`src/rtl/mmu_s_sequencer.sv`:
```
// Job sequencer for the weight-stationary systolic array: loads one weight tile,
// streams activation vectors, then waits for the last result to leave the array.
module mmu_s_sequencer #(
  parameter int size      = 4,
  parameter int bit_width = 8,
  parameter int arr_width = size * bit_width,
  parameter int AW        = 8,
  parameter int CW        = 8,
  parameter int W_LAT     = 5,
  parameter int DRAIN_LAT = 10
) (
  input  logic                 clk,
  input  logic                 rst_n,
  input  logic                 start,
  input  logic [CW-1:0]        num_vec,
  input  logic [AW-1:0]        wt_base,
  input  logic [AW-1:0]        act_base,
  output logic                 wt_rd_en,
  output logic [AW-1:0]        wt_rd_addr,
  input  logic [arr_width-1:0] wt_rd_data,
  output logic                 act_rd_en,
  output logic [AW-1:0]        act_rd_addr,
  input  logic [arr_width-1:0] act_rd_data,
  output logic                 mmu_control,
  output logic [arr_width-1:0] mmu_wt_arr,
  output logic [arr_width-1:0] mmu_data_arr,
  output logic                 res_valid,
  output logic                 busy,
  output logic                 done
);

  typedef enum logic [2:0] {IDLE, LOAD_W, WAIT_W, STREAM, DRAIN, DONE} state_t;

  // The per-state cycle counter is CW bits, so size and W_LAT must fit in CW.
  localparam logic [CW-1:0] SIZE_LAST = CW'(size - 1);
  localparam logic [CW-1:0] WLAT_LAST = CW'(W_LAT - 1);

  state_t        state_q, state_d;
  logic [CW-1:0] cnt_q, cnt_d;
  logic [CW-1:0] res_cnt_q, res_cnt_d;
  logic [CW-1:0] num_vec_q, num_vec_d;
  logic [AW-1:0] wt_base_q, wt_base_d;
  logic [AW-1:0] act_base_q, act_base_d;

  logic          wt_rd_en_q, wt_rd_en_d;
  logic [AW-1:0] wt_rd_addr_q, wt_rd_addr_d;
  logic          act_rd_en_q, act_rd_en_d;
  logic [AW-1:0] act_rd_addr_q, act_rd_addr_d;
  logic          busy_q, busy_d;
  logic          done_q, done_d;
  logic          mmu_control_q;
  logic [DRAIN_LAT:0] act_dly_q;

  always_comb begin
    state_d    = state_q;
    cnt_d      = cnt_q;
    res_cnt_d  = res_cnt_q;
    num_vec_d  = num_vec_q;
    wt_base_d  = wt_base_q;
    act_base_d = act_base_q;
    if (res_valid) res_cnt_d = res_cnt_q + CW'(1);

    case (state_q)
      IDLE: begin
        if (start) begin
          state_d    = LOAD_W;
          cnt_d      = '0;
          res_cnt_d  = '0;
          num_vec_d  = num_vec;
          wt_base_d  = wt_base;
          act_base_d = act_base;
        end
      end
      LOAD_W: begin
        if (cnt_q == SIZE_LAST) begin
          state_d = WAIT_W;
          cnt_d   = '0;
        end else begin
          cnt_d = cnt_q + CW'(1);
        end
      end
      WAIT_W: begin
        if (cnt_q == WLAT_LAST) begin
          state_d = (num_vec_q != '0) ? STREAM : DONE;
          cnt_d   = '0;
        end else begin
          cnt_d = cnt_q + CW'(1);
        end
      end
      STREAM: begin
        if (cnt_q == num_vec_q - CW'(1)) begin
          state_d = DRAIN;
          cnt_d   = '0;
        end else begin
          cnt_d = cnt_q + CW'(1);
        end
      end
      DRAIN: begin
        if (res_valid && (res_cnt_q == num_vec_q - CW'(1))) state_d = DONE;
      end
      DONE:    state_d = IDLE;
      default: state_d = IDLE;
    endcase

    // Outputs are registered, so they are decoded from the next state.
    wt_rd_en_d    = (state_d == LOAD_W);
    wt_rd_addr_d  = wt_rd_en_d ? wt_base_d + AW'(cnt_d) : '0;
    act_rd_en_d   = (state_d == STREAM);
    act_rd_addr_d = act_rd_en_d ? act_base_d + AW'(cnt_d) : '0;
    busy_d        = (state_d == LOAD_W) || (state_d == WAIT_W) ||
                    (state_d == STREAM) || (state_d == DRAIN);
    done_d        = (state_d == DONE);
  end

  always_ff @(posedge clk) begin
    if (!rst_n) begin
      state_q       <= IDLE;
      cnt_q         <= '0;
      res_cnt_q     <= '0;
      num_vec_q     <= '0;
      wt_base_q     <= '0;
      act_base_q    <= '0;
      wt_rd_en_q    <= 1'b0;
      wt_rd_addr_q  <= '0;
      act_rd_en_q   <= 1'b0;
      act_rd_addr_q <= '0;
      busy_q        <= 1'b0;
      done_q        <= 1'b0;
      mmu_control_q <= 1'b0;
      act_dly_q     <= '0;
    end else begin
      state_q       <= state_d;
      cnt_q         <= cnt_d;
      res_cnt_q     <= res_cnt_d;
      num_vec_q     <= num_vec_d;
      wt_base_q     <= wt_base_d;
      act_base_q    <= act_base_d;
      wt_rd_en_q    <= wt_rd_en_d;
      wt_rd_addr_q  <= wt_rd_addr_d;
      act_rd_en_q   <= act_rd_en_d;
      act_rd_addr_q <= act_rd_addr_d;
      busy_q        <= busy_d;
      done_q        <= done_d;
      mmu_control_q <= wt_rd_en_q;
      // Tap 0 marks activation data on the array input; the last tap is the result strobe.
      act_dly_q     <= {act_dly_q[DRAIN_LAT-1:0], act_rd_en_q};
    end
  end

  assign wt_rd_en     = wt_rd_en_q;
  assign wt_rd_addr   = wt_rd_addr_q;
  assign act_rd_en    = act_rd_en_q;
  assign act_rd_addr  = act_rd_addr_q;
  assign busy         = busy_q;
  assign done         = done_q;
  assign mmu_control  = mmu_control_q;
  assign res_valid    = act_dly_q[DRAIN_LAT];
  assign mmu_wt_arr   = mmu_control_q ? wt_rd_data : '0;
  assign mmu_data_arr = act_dly_q[0] ? act_rd_data : '0;

endmodule

```
`config.mk`:
```
export PLATFORM = sky130hd
export DESIGN_NAME = mmu_s_sequencer
export DESIGN_NICKNAME = d
export VERILOG_FILES = /design/src/rtl/mmu_s_sequencer.sv
export SDC_FILE = /design/constraint.sdc
export NUM_CORES = 1
export LEC_CHECK = 0
export ABC_AREA = 1
export CAP_MARGIN = 10
export CORE_UTILIZATION = 48
export CTS_BUF_LIST = sky130_fd_sc_hd__clkbuf_8 sky130_fd_sc_hd__clkbuf_16
export DETAILED_ROUTE_END_ITERATION = 12
export PLACE_DENSITY = 0.87
export RECOVER_POWER = 50
export SETUP_SLACK_MARGIN = 0.02
export SLEW_MARGIN = 20
export SYNTH_ARGS = -nofsm -noshare
export SYNTH_HDL_FRONTEND = slang
export SYNTH_SLANG_ARGS = --single-unit
```
`constraint.sdc`:
```
create_clock -name clk -period 10 [get_ports clk]
set_clock_uncertainty 0.1 [all_clocks]
set_input_delay 2 -clock clk [delete_from_list [all_inputs] [get_ports clk]]
set_output_delay 2 -clock clk [all_outputs]
set_load 0.1 [all_outputs]
```
==> impl_results.md <==
* IO Pins at 177
* Post-CTS Resized at 0
* Synth area leaders: dfxtp_1 (33%), inv_1 (13%), nand2_1 (12%)
* CP max stage cell: clkdlybuf4s50_1
* Overall routing resource usage at 0.244
* Die W at 99.6 µm
* Number of synthesis warnings at 0
* Placer Congestion at 0.988
* Synth Register Bits at 75
* CTS sink cnt at 75
* CP endpoint kind: primary output
* Sequential element share of the synthesized area at 0.328
* Family with the most delay on the worst path: buffers and inverters
* FFs w/ async S/R, synth at 0
* Tcrit/Tclk final at 0.588
* Min Tclk post-route at 5880 ps
* Relative slew slack at 0.186
* Routed vias at 4717
* Initial antenna violation count at 0
* FP Rows at 35
* First-pass GRT wire length at 19.8 mm
* Final hold vios at 0
* Pwr Total at 0.890 mW
* Synth top cells by count: inv_1 (159), nand2_1 (151), dfxtp_1 (75)
* Number of synthesized flops with an enable pin at 0
* DP Wirelength at 9.57 mm
* Syn_nets at 800
* TritonCTS buffer count at 9
* Pwr dens at 134 mW/mm²
* RR Endpoint: act_rd_addr[7]
* Die area at 0.00992 mm²
* Beginning of the worst hold path: act_dly_q[3]
* Die Ht at 99.6 µm
* Setup CP Type: in -> out
* MaxCap Viol Count at 0
* Initial Util at 0.495
* Diode count at 0
* Maximum fanout along the worst path at 1
* Clock slew at reported path FFs at 70 ps
* Post-Syn Area at 0.00457 mm²
* Synthesized area per cell at 6.63 µm²
* Status: finished clean
* Worst slew pin tran at 1220 ps
* Grt total ovfl at 0
* Most numerous cell in the Yosys netlist: inv_1
* Routed wire length at 12.3 mm
* Routed len/inst at 12.4 µm
* Max Freq at 170 MHz
* Critical path's most frequent cell: clkdlybuf4s50_1
* Setup-failing EPs final at 0
* P&R area growth vs syn at 45.2%
* Area of placed instances at 0.00644 mm²
* CTS root buffer: clkbuf_8
* Share of cells above drive strength 1 at 0.0902
* Drt pass-1 iters at 4
* Crit path largest cell delay at 1140 ps
* Ys flop type: dfxtp_1
* Vias in the first global route at 4471
* Crit. Startpoint: wt_rd_data[18]
* Nature of the critical path startpoint: input pin
* Final max-slew violation count at 0
* CP Cell Sequence: clkdlybuf4s50_1 -> nand2_1 -> inv_1 -> clkdlybuf4s50_1
* Unrepaired setup endpoints after global routing: no
* R2r setup slk at 5650 ps
* Top cell type's share of synthesized area at 0.328
* Leakage at 3.49 nW
* Worst Hold End: act_dly_q[4]
* Post-CTS Hold Buffers at 0
* Final ANT Viol Nets at 0
* Hold Crit Depth at 2
* Port Buf Inserts at 176
* Hold Path Class: reg -> reg
* Setup bufs post-CTS at 0
* CP arrival at 3780 ps
* Mapped Cells at 689
* Worst r2r src: num_vec_q[0]
* CTS tree: yes
* WP buf/inv at 3
* Cell taking the most area after synthesis: dfxtp_1
* Setup TNS at 0 ps
* Largest net degree at the start of global routing at 41
* CP required at 7900 ps
* Max VDD drop at 93.6 µV
* # H-tree levels at 3
* Clk_lat worst skew at 350 ps
* Deepest clock path buffer count at 2
* DRC violations left at 0
* Post-synth cell types at 39
* Core area at 0.00924 mm²
* Drt first-iter violations at 231
* Hold Worst Slack at 314 ps
* Worst Reg-to-Reg Cells at 30
* Via/cell ratio at 4.75
* Final Cell Area at 0.00664 mm²
* Layout Nets at 971
## stage by stage
stage / instances / setup WS, ps / utilization
4_1_cts: 994 / 4130 / 0.720
6_report: 994 / 4120 / 0.718
3_5_place_dp: 978 / 4140 / 0.697
3_3_place_gp: 978 / 4140 / 0.697
5_1_grt: 994 / 4060 / 0.718
2_1_floorplan: 689 / 5230 / -
## per-layer routing
metal | wire (µm) | global-route usage | up-vias
met3 | 750 | 0.0576 | 14
met1 | 5120 | 0.283 | 2113
li1 | - | - | 2434
met5 | 0 | 0 | -
met4 | 109 | 0.0520 | 0
met2 | 6350 | 0.456 | 156
## power breakdown
part / switching [mW] / internal [mW]
registers: 0.0123 / 0.317
clock network: 0.112 / 0.138
logic: 0.206 / 0.105
## layout make-up
type	instances	area, µm²
multi-input cells	427	2360
fillers	728	2600
repair buffers	178	1770
well taps	129	161
inverters	169	634
flip-flops and latches	75	1500
clock buffers	9	124
clock inverters	7	85.1
## registers in the layout, indices dropped and copies added (netlist names), 8 cells and up
| register | cells |
|---|---|
| wt_base_q | 8 |
| wt_rd_addr | 8 |
| act_rd_addr | 8 |
| cnt_q | 8 |
| act_base_q | 8 |
| res_cnt_q | 8 |
| num_vec_q | 8 |
| act_dly_q | 11 |
## cell usage in the layout (no fill, tap or decap), types with 2 or more instances in the layout
master             n
clkdlybuf4s50_1  155
o22ai_1            2
a21oi_1           42
ha_1              18
nand2_4            3
xor2_1             7
o21ai_1            5
nor3b_1            3
xnor2_1            4
inv_1            161
dfxtp_1           75
nand2_2           10
nand3_2            8
nor2_1            55
o21ai_4            2
nand4_1           10
dlygate4sd3_1     21
nor2_4             4
nor3_1             6
clkinv_2           2
mux2i_1            2
clkbuf_8           9
bufinv_16          2
o21ai_0           22
fa_1               2
inv_2              9
nand2_1          152
o21a_1             2
a211oi_1          11
nand3_1           24
or2_2             15
nor3_2             3
nor2_2             5
## worst min-delay path, delay by kind of cell (launching register included)
kind / cells / cell delay, ps
buffers and inverters: 1 / 40
flip-flops: 1 / 310
AND/OR/NAND/NOR: 1 / 50
## worst max-delay path by stage
| stage | end | slack, ps | cells past startpoint |
|---|---|---|---|
| finish | mmu_wt_arr[18] | 4120 | 4 |
| global route | mmu_wt_arr[18] | 4060 | 4 |
| CTS | mmu_wt_arr[7] | 4130 | 4 |
| detailed placement | mmu_wt_arr[18] | 4140 | 4 |
| global placement | mmu_wt_arr[7] | 4140 | 4 |
| floorplan | mmu_wt_arr[0] | 5230 | 2 |
## logic make-up after synthesis
family          after synthesis  synth area share
fa+ha+maj                    20            0.0580
buf+inv                     187             0.154
xor+xnor                     12            0.0246
flops                        75             0.328
mux                           2           0.00438
compound gates               89             0.113
simple gates                304             0.318
No activity file was read; power rests on OpenSTA's default activity.
==> RTL edit 1 (same flow settings) <==
Add an input register stage for `wt_base`; this delays it by one clock. The other inputs are not delayed to match.
--- a/src/rtl/mmu_s_sequencer.sv
+++ b/src/rtl/mmu_s_sequencer.sv
@@ -36,4 +36,10 @@
   localparam logic [CW-1:0] WLAT_LAST = CW'(W_LAT - 1);
 
+  logic [AW-1:0] wt_base_r;
+
+  always_ff @(posedge clk) begin
+    wt_base_r <= wt_base;
+  end
+
   state_t        state_q, state_d;
   logic [CW-1:0] cnt_q, cnt_d;
@@ -68,5 +74,5 @@
           res_cnt_d  = '0;
           num_vec_d  = num_vec;
-          wt_base_d  = wt_base;
+          wt_base_d  = wt_base_r;
           act_base_d = act_base;
         end
Check against the original RTL: not equivalent (Yosys sat finds a counterexample within 4 cycles, from zero or initial values and one cycle with rst_n low).
==> RTL edit 1 against the unedited design <==
- worst setup slack got worse by 0.031 ns
- non-clock buffer count did not move
- design area rose by 2.7%
- routed wire length rose by 9.3%
- via count rose by 2.3%
- core utilization rose by 0.55 points
- power fell by 4.9%
- sequential cell count rose by 8
- area after synthesis rose by 4.1%
- critical path type unchanged
- critical endpoint is now mmu_wt_arr[10]
- largest power group unchanged
==> RTL edit 1: results (changes against the unedited design) <==
- Num CTS Buffers: 9 (unchanged)
- Async S/R FF share, synth: 0% (unchanged)
- Clock buffer depth: 2 (unchanged)
- Netlist cell types: 46 (+18%)
- Global-route wire length before repair: 21500 um (+8.4%)
- Largest cells by area after synthesis: dfxtp_1, inv_1, nand2_1
- Root Driver: clkbuf_8
- DRT iter0 DRCs: 205 (-11%)
- Ant diodes: 0 (unchanged)
- Hold WC Path Type: reg -> reg
- Lkg Pwr: 3.60 nW (+3.1%)
- Post-synth top cells: inv_1, nand2_1, dfxtp_1, nor2_1, a21oi_1
- Post-cts resize count: 0 (unchanged)
- Vias in the first global route: 4714 (+5.4%)
- Initial antenna violation count: 0 (unchanged)
- Crit path largest cell delay: 1.17 ns (+0.03 ns)
- Total Wirelength: 13500 um (+9.3%)
- GRT Overall Usage: 26.4% (+2.0 points)
- Slew headroom: 20.4% (+1.8 points)
- Slowest CP cell: clkdlybuf4s50_1
- Syn_nets: 813 (+1.6%)
- NumNets Final: 983 (+1.2%)
- Sequential-to-total area share from yosys stat: 34.9% (+2.1 points)
- Routability congestion estimate: 0.912 (-7.7%)
- Largest net degree at the start of global routing: 42 (+2.4%)
- WP data arrival: 3.81 ns (+0.03 ns)
- Pins Over Slew Limit: 0 (unchanged)
- Register bank with the most flops: act_dly_q
- # Post-CTS Setup Buffers: 0 (unchanged)
- Peak supply drop: 111 uV (+19%)
- Status: finished clean
- Clock Pin Slew Worst Setup and Hold Paths: 0.08 ns
- Net switching power: 0.000291 W (-12%)
- 1st-pass router iterations: 6 (+2)
- Layout cell share with drive strength beyond 1: 7.98% (-1.0 points)
- I/O Buffers: 176 (unchanged)
- Clock latency on the worst-skew pair: about 0.36 ns
- Largest register FFs: 11 (unchanged)
- Yosys warnings: 0 (unchanged)
- Vias post-DR: 4825 (+2.3%)
- CP top delay family: buffers and inverters
- H-tree depth: 3 (unchanged)
- DP Wirelength: 10700 um (+12%)
RTL edit 1: cell type report:
| cell class | instances | area [um^2] |
|---|---|---|
| multi-input combinational | 427 | 2360 |
| inverter | 173 | 649 |
| sequential | 83 | 1660 |
| clock buffer | 10 | 138 |
| timing repair buffer | 178 | 1770 |
| tap | 129 | 161 |
| clock inverter | 6 | 68.8 |
| fill | 765 | 2600 |
RTL edit 1: metal layers:
metal | GRT usage, % | part of all wire (%) | routed length [um]
met4 | 8.47 | 2.2 | 299
met5 | 0 | 0 | 0
met3 | 6.76 | 6.0 | 805
met1 | 31.6 | 41 | 5570
met2 | 46.0 | 50 | 6810
RTL edit 1: cells by family after synthesis:
kind of cell,Yosys count,synth area share [%]
AND/OR/NAND/NOR,305,30.5
XOR/XNOR,12,2.37
buffers and inverters,192,15.2
AO/OA/AOI/OAI,88,10.9
multiplexers,2,0.421
flip-flops,83,34.9
adder cells (fa/ha/maj),20,5.58
RTL edit 1: per-stage QoR:
stage                     power, W  cells  hold slack (ns)  instance area [um^2]  util, %
after floorplan           0.000528    702            0.290                  4760        -
after global placement    0.000599    990            0.296                  6620     70.3
after detailed placement  0.000606    990            0.304                  6620     70.3
after CTS                 0.000854   1006            0.324                  6830     72.5
after global routing      0.000891   1006            0.335                  6810     72.4
final                     0.000846   1006            0.320                  6810     72.4
RTL edit 1: power groups by stage:
stage,logic (W),clock network (W),registers (W)
6_report,0.000242,0.000249,0.000355
5_1_grt,0.000262,0.000272,0.000357
4_1_cts,0.000244,0.000254,0.000355
3_5_place_dp,0.000242,0,0.000363
3_3_place_gp,0.000236,0,0.000362
2_1_floorplan,0.000140,0,0.000388
RTL edit 1: worst min-delay path, delay by kind of cell (launching register included):
kind / cells / cell delay (ns)
simple gates: 1 / 0.05
buf+inv: 1 / 0.04
flops: 1 / 0.31
RTL edit 1: worst paths after layout:
| path | start | end | slack, ns | depth (start not counted) |
|---|---|---|---|---|
| setup / recovery | wt_rd_data[10] | mmu_wt_arr[10] | 4.09 | 4 |
| hold / removal | act_dly_q[9]$_SDFF_PN0_ | act_dly_q[10]$_SDFF_PN0_ | 0.32 | 2 |
| setup reg to reg | num_vec_q[0]$_SDFFE_PN0P_ | act_rd_addr[7]$_SDFF_PN0_ | 5.83 | 27 |
| hold reg to reg | act_dly_q[9]$_SDFF_PN0_ | act_dly_q[10]$_SDFF_PN0_ | 0.32 | 2 |
==> RTL edit 2 (same flow settings) <==
Made on the original files. Set the parameter `bit_width` to 6 (it was 8).
--- a/src/rtl/mmu_s_sequencer.sv
+++ b/src/rtl/mmu_s_sequencer.sv
@@ -3,5 +3,5 @@
 module mmu_s_sequencer #(
   parameter int size      = 4,
-  parameter int bit_width = 8,
+  parameter int bit_width = 6,
   parameter int arr_width = size * bit_width,
   parameter int AW        = 8,
Ports: changed (resized act_rd_data, mmu_data_arr, mmu_wt_arr and wt_rd_data); port bits go from 177 to 145. No check against the original RTL was run, so the function may have changed too.
==> RTL edit 2 against the unedited design <==
- area after synthesis decreased by 4.1%
- combinational power decreased by 28%
- power decreased by 12%
- design area decreased by 8.1%
- sequential cell count unchanged
- routed wire length decreased by 5.9%
- worst setup slack got worse by 0.0040 ns
==> RTL edit 2: results (changes against the unedited design) <==
- Net switching power: 0.000269 W (-18%)
- Lkg Pwr: 3.21 nW (-8.2%)
- Initial antenna violation count: 0 (unchanged)
- Largest cells by area after synthesis: dfxtp_1, inv_1, nand2_1
- I/O Buffers: 144 (-18%)
- Area after DPL: 0.00591 mm^2 (-8.3%)
- Worst Tran Pin Value: 1.19 ns (-0.0319 ns)
- Worst R2R Path Depth: 28 (-6.7%)
- Clock Pin Slew Worst Setup and Hold Paths: around 0.08 ns
- Layout cell share with drive strength beyond 1: 7.94% (-1.1 points)
- Reg2reg start: num_vec_q[0]$_SDFFE_PN0P_
- Design Area, Final: 0.00610 mm^2 (-8.1%)
- Fmax: 0.170 GHz (about the same)
- # Post-CTS Setup Buffers: 0 (unchanged)
- Vias per inst: 4.87 (+2.6%)
- Peak supply drop: 72.3 uV (-23%)
- Hold Startpoint: act_dly_q[9]$_SDFF_PN0_
- Largest register FFs: 11 (unchanged)
- Routability congestion estimate: 0.887 (-10%)
- Fillers: 751 (+3.2%)
- WL/cell: 12.9 um (+3.8%)
- DRT iter0 DRCs: 192 (-17%)
- 1st-pass router iterations: 4 (unchanged)
- GRT Overall Usage: 24.7% (+0.24 points)
- Global-route wire length before repair: 19300 um (-2.3%)
- Vias in the first global route: 4290 (-4.0%)
- NumNets Final: 883 (-9.1%)
- Sequential-to-total area share from yosys stat: 34.3% (+1.4 points)
- DP Worst Slack: 4.12 ns (-0.0193 ns)
- Num CTS Buffers: 9 (unchanged)
- Worst reg-to-reg setup slack: 5.71 ns (+0.06 ns)
- Post-synth top cells: inv_1, nand2_1, dfxtp_1, nor2_1, a21oi_1
- Status: finished clean
- Netlist cell types: 40 (+2.6%)
- Syn_nets: 743 (-7.1%)
- Worst Hold Endpoint: act_dly_q[10]$_SDFF_PN0_
- Largest fanout on the critical path: 1 (unchanged)
- DP Wirelength: 8990 um (-6.1%)
==> RTL edit 2: cell count changes in the layout (fill, tap and decap cells not counted), sizes merged, moves of 2 or more <==
cell,unedited run,this run
nand3,33,29
xor2,8,14
nand4,10,12
inv,170,156
o21ai,29,32
nor2,64,70
clkdlybuf4s50,155,130
nor3,9,7
dlygate4sd3,21,14
a21oi,42,37
nand2,165,135
==> RTL edit 2: cell type report <==
type / instances / area share [%]
Multi-Input combinational cell: 402 / 36.6
Timing Repair Buffer: 146 / 23.8
Clock inverter: 6 / 1.05
Sequential cell: 75 / 24.6
Tap cell: 108 / 2.22
Inverter: 154 / 9.48
Clock buffer: 10 / 2.26
==> RTL edit 2: routing by layer <==
layer / GRT usage [%] / up-vias / part of all wire (%) / routed length (um)
met5: 0 / - / 0 / 0
met3: 5.90 / 19 / 5.4 / 627
met4: 6.45 / 0 / 1.5 / 174
met1: 28.7 / 1989 / 42 / 4870
li1: - / 2253 / - / -
met2: 45.0 / 125 / 51 / 5930
==> RTL edit 2: kinds of logic after synthesis <==
group,Yosys count,share of synthesized area (%)
fa+ha+maj,20,6.05
compound gates,90,12.3
buf+inv,171,14.7
mux,2,0.457
flops,75,34.3
simple gates,273,28.7
xor+xnor,17,3.57
==> RTL edit 2: worst max-delay path: stages <==
cell and delay (ns):
clkdlybuf4s50_1 0.48, nand2_1 0.07, inv_1 0.10, clkdlybuf4s50_1 1.13
==> RTL edit 2: how the worst max path moves through the flow <==
stage                                end      startpoint
after detailed placement  mmu_wt_arr[19]  wt_rd_data[19]
after CTS                 mmu_wt_arr[19]  wt_rd_data[19]
after global placement    mmu_wt_arr[19]  wt_rd_data[19]
after floorplan            mmu_wt_arr[0]   wt_rd_data[0]
after global routing      mmu_wt_arr[17]  wt_rd_data[17]
final                      mmu_wt_arr[5]   wt_rd_data[5]
==> RTL edit 2: metrics by stage <==
step                instances  hold slack (ns)
floorplan                 648            0.290
global placement          885            0.293
detailed placement        885            0.301
CTS                       901            0.321
global route              901            0.336
finish                    901            0.317
==> RTL edit 2: power groups by stage <==
stage,Combinational (W),Clock (W),Sequential (W)
after floorplan,0.000128,0,0.000354
after global placement,0.000218,0,0.000327
after CTS,0.000226,0.000241,0.000321
final,0.000225,0.000238,0.000321
after detailed placement,0.000224,0,0.000328
after global routing,0.000243,0.000255,0.000322
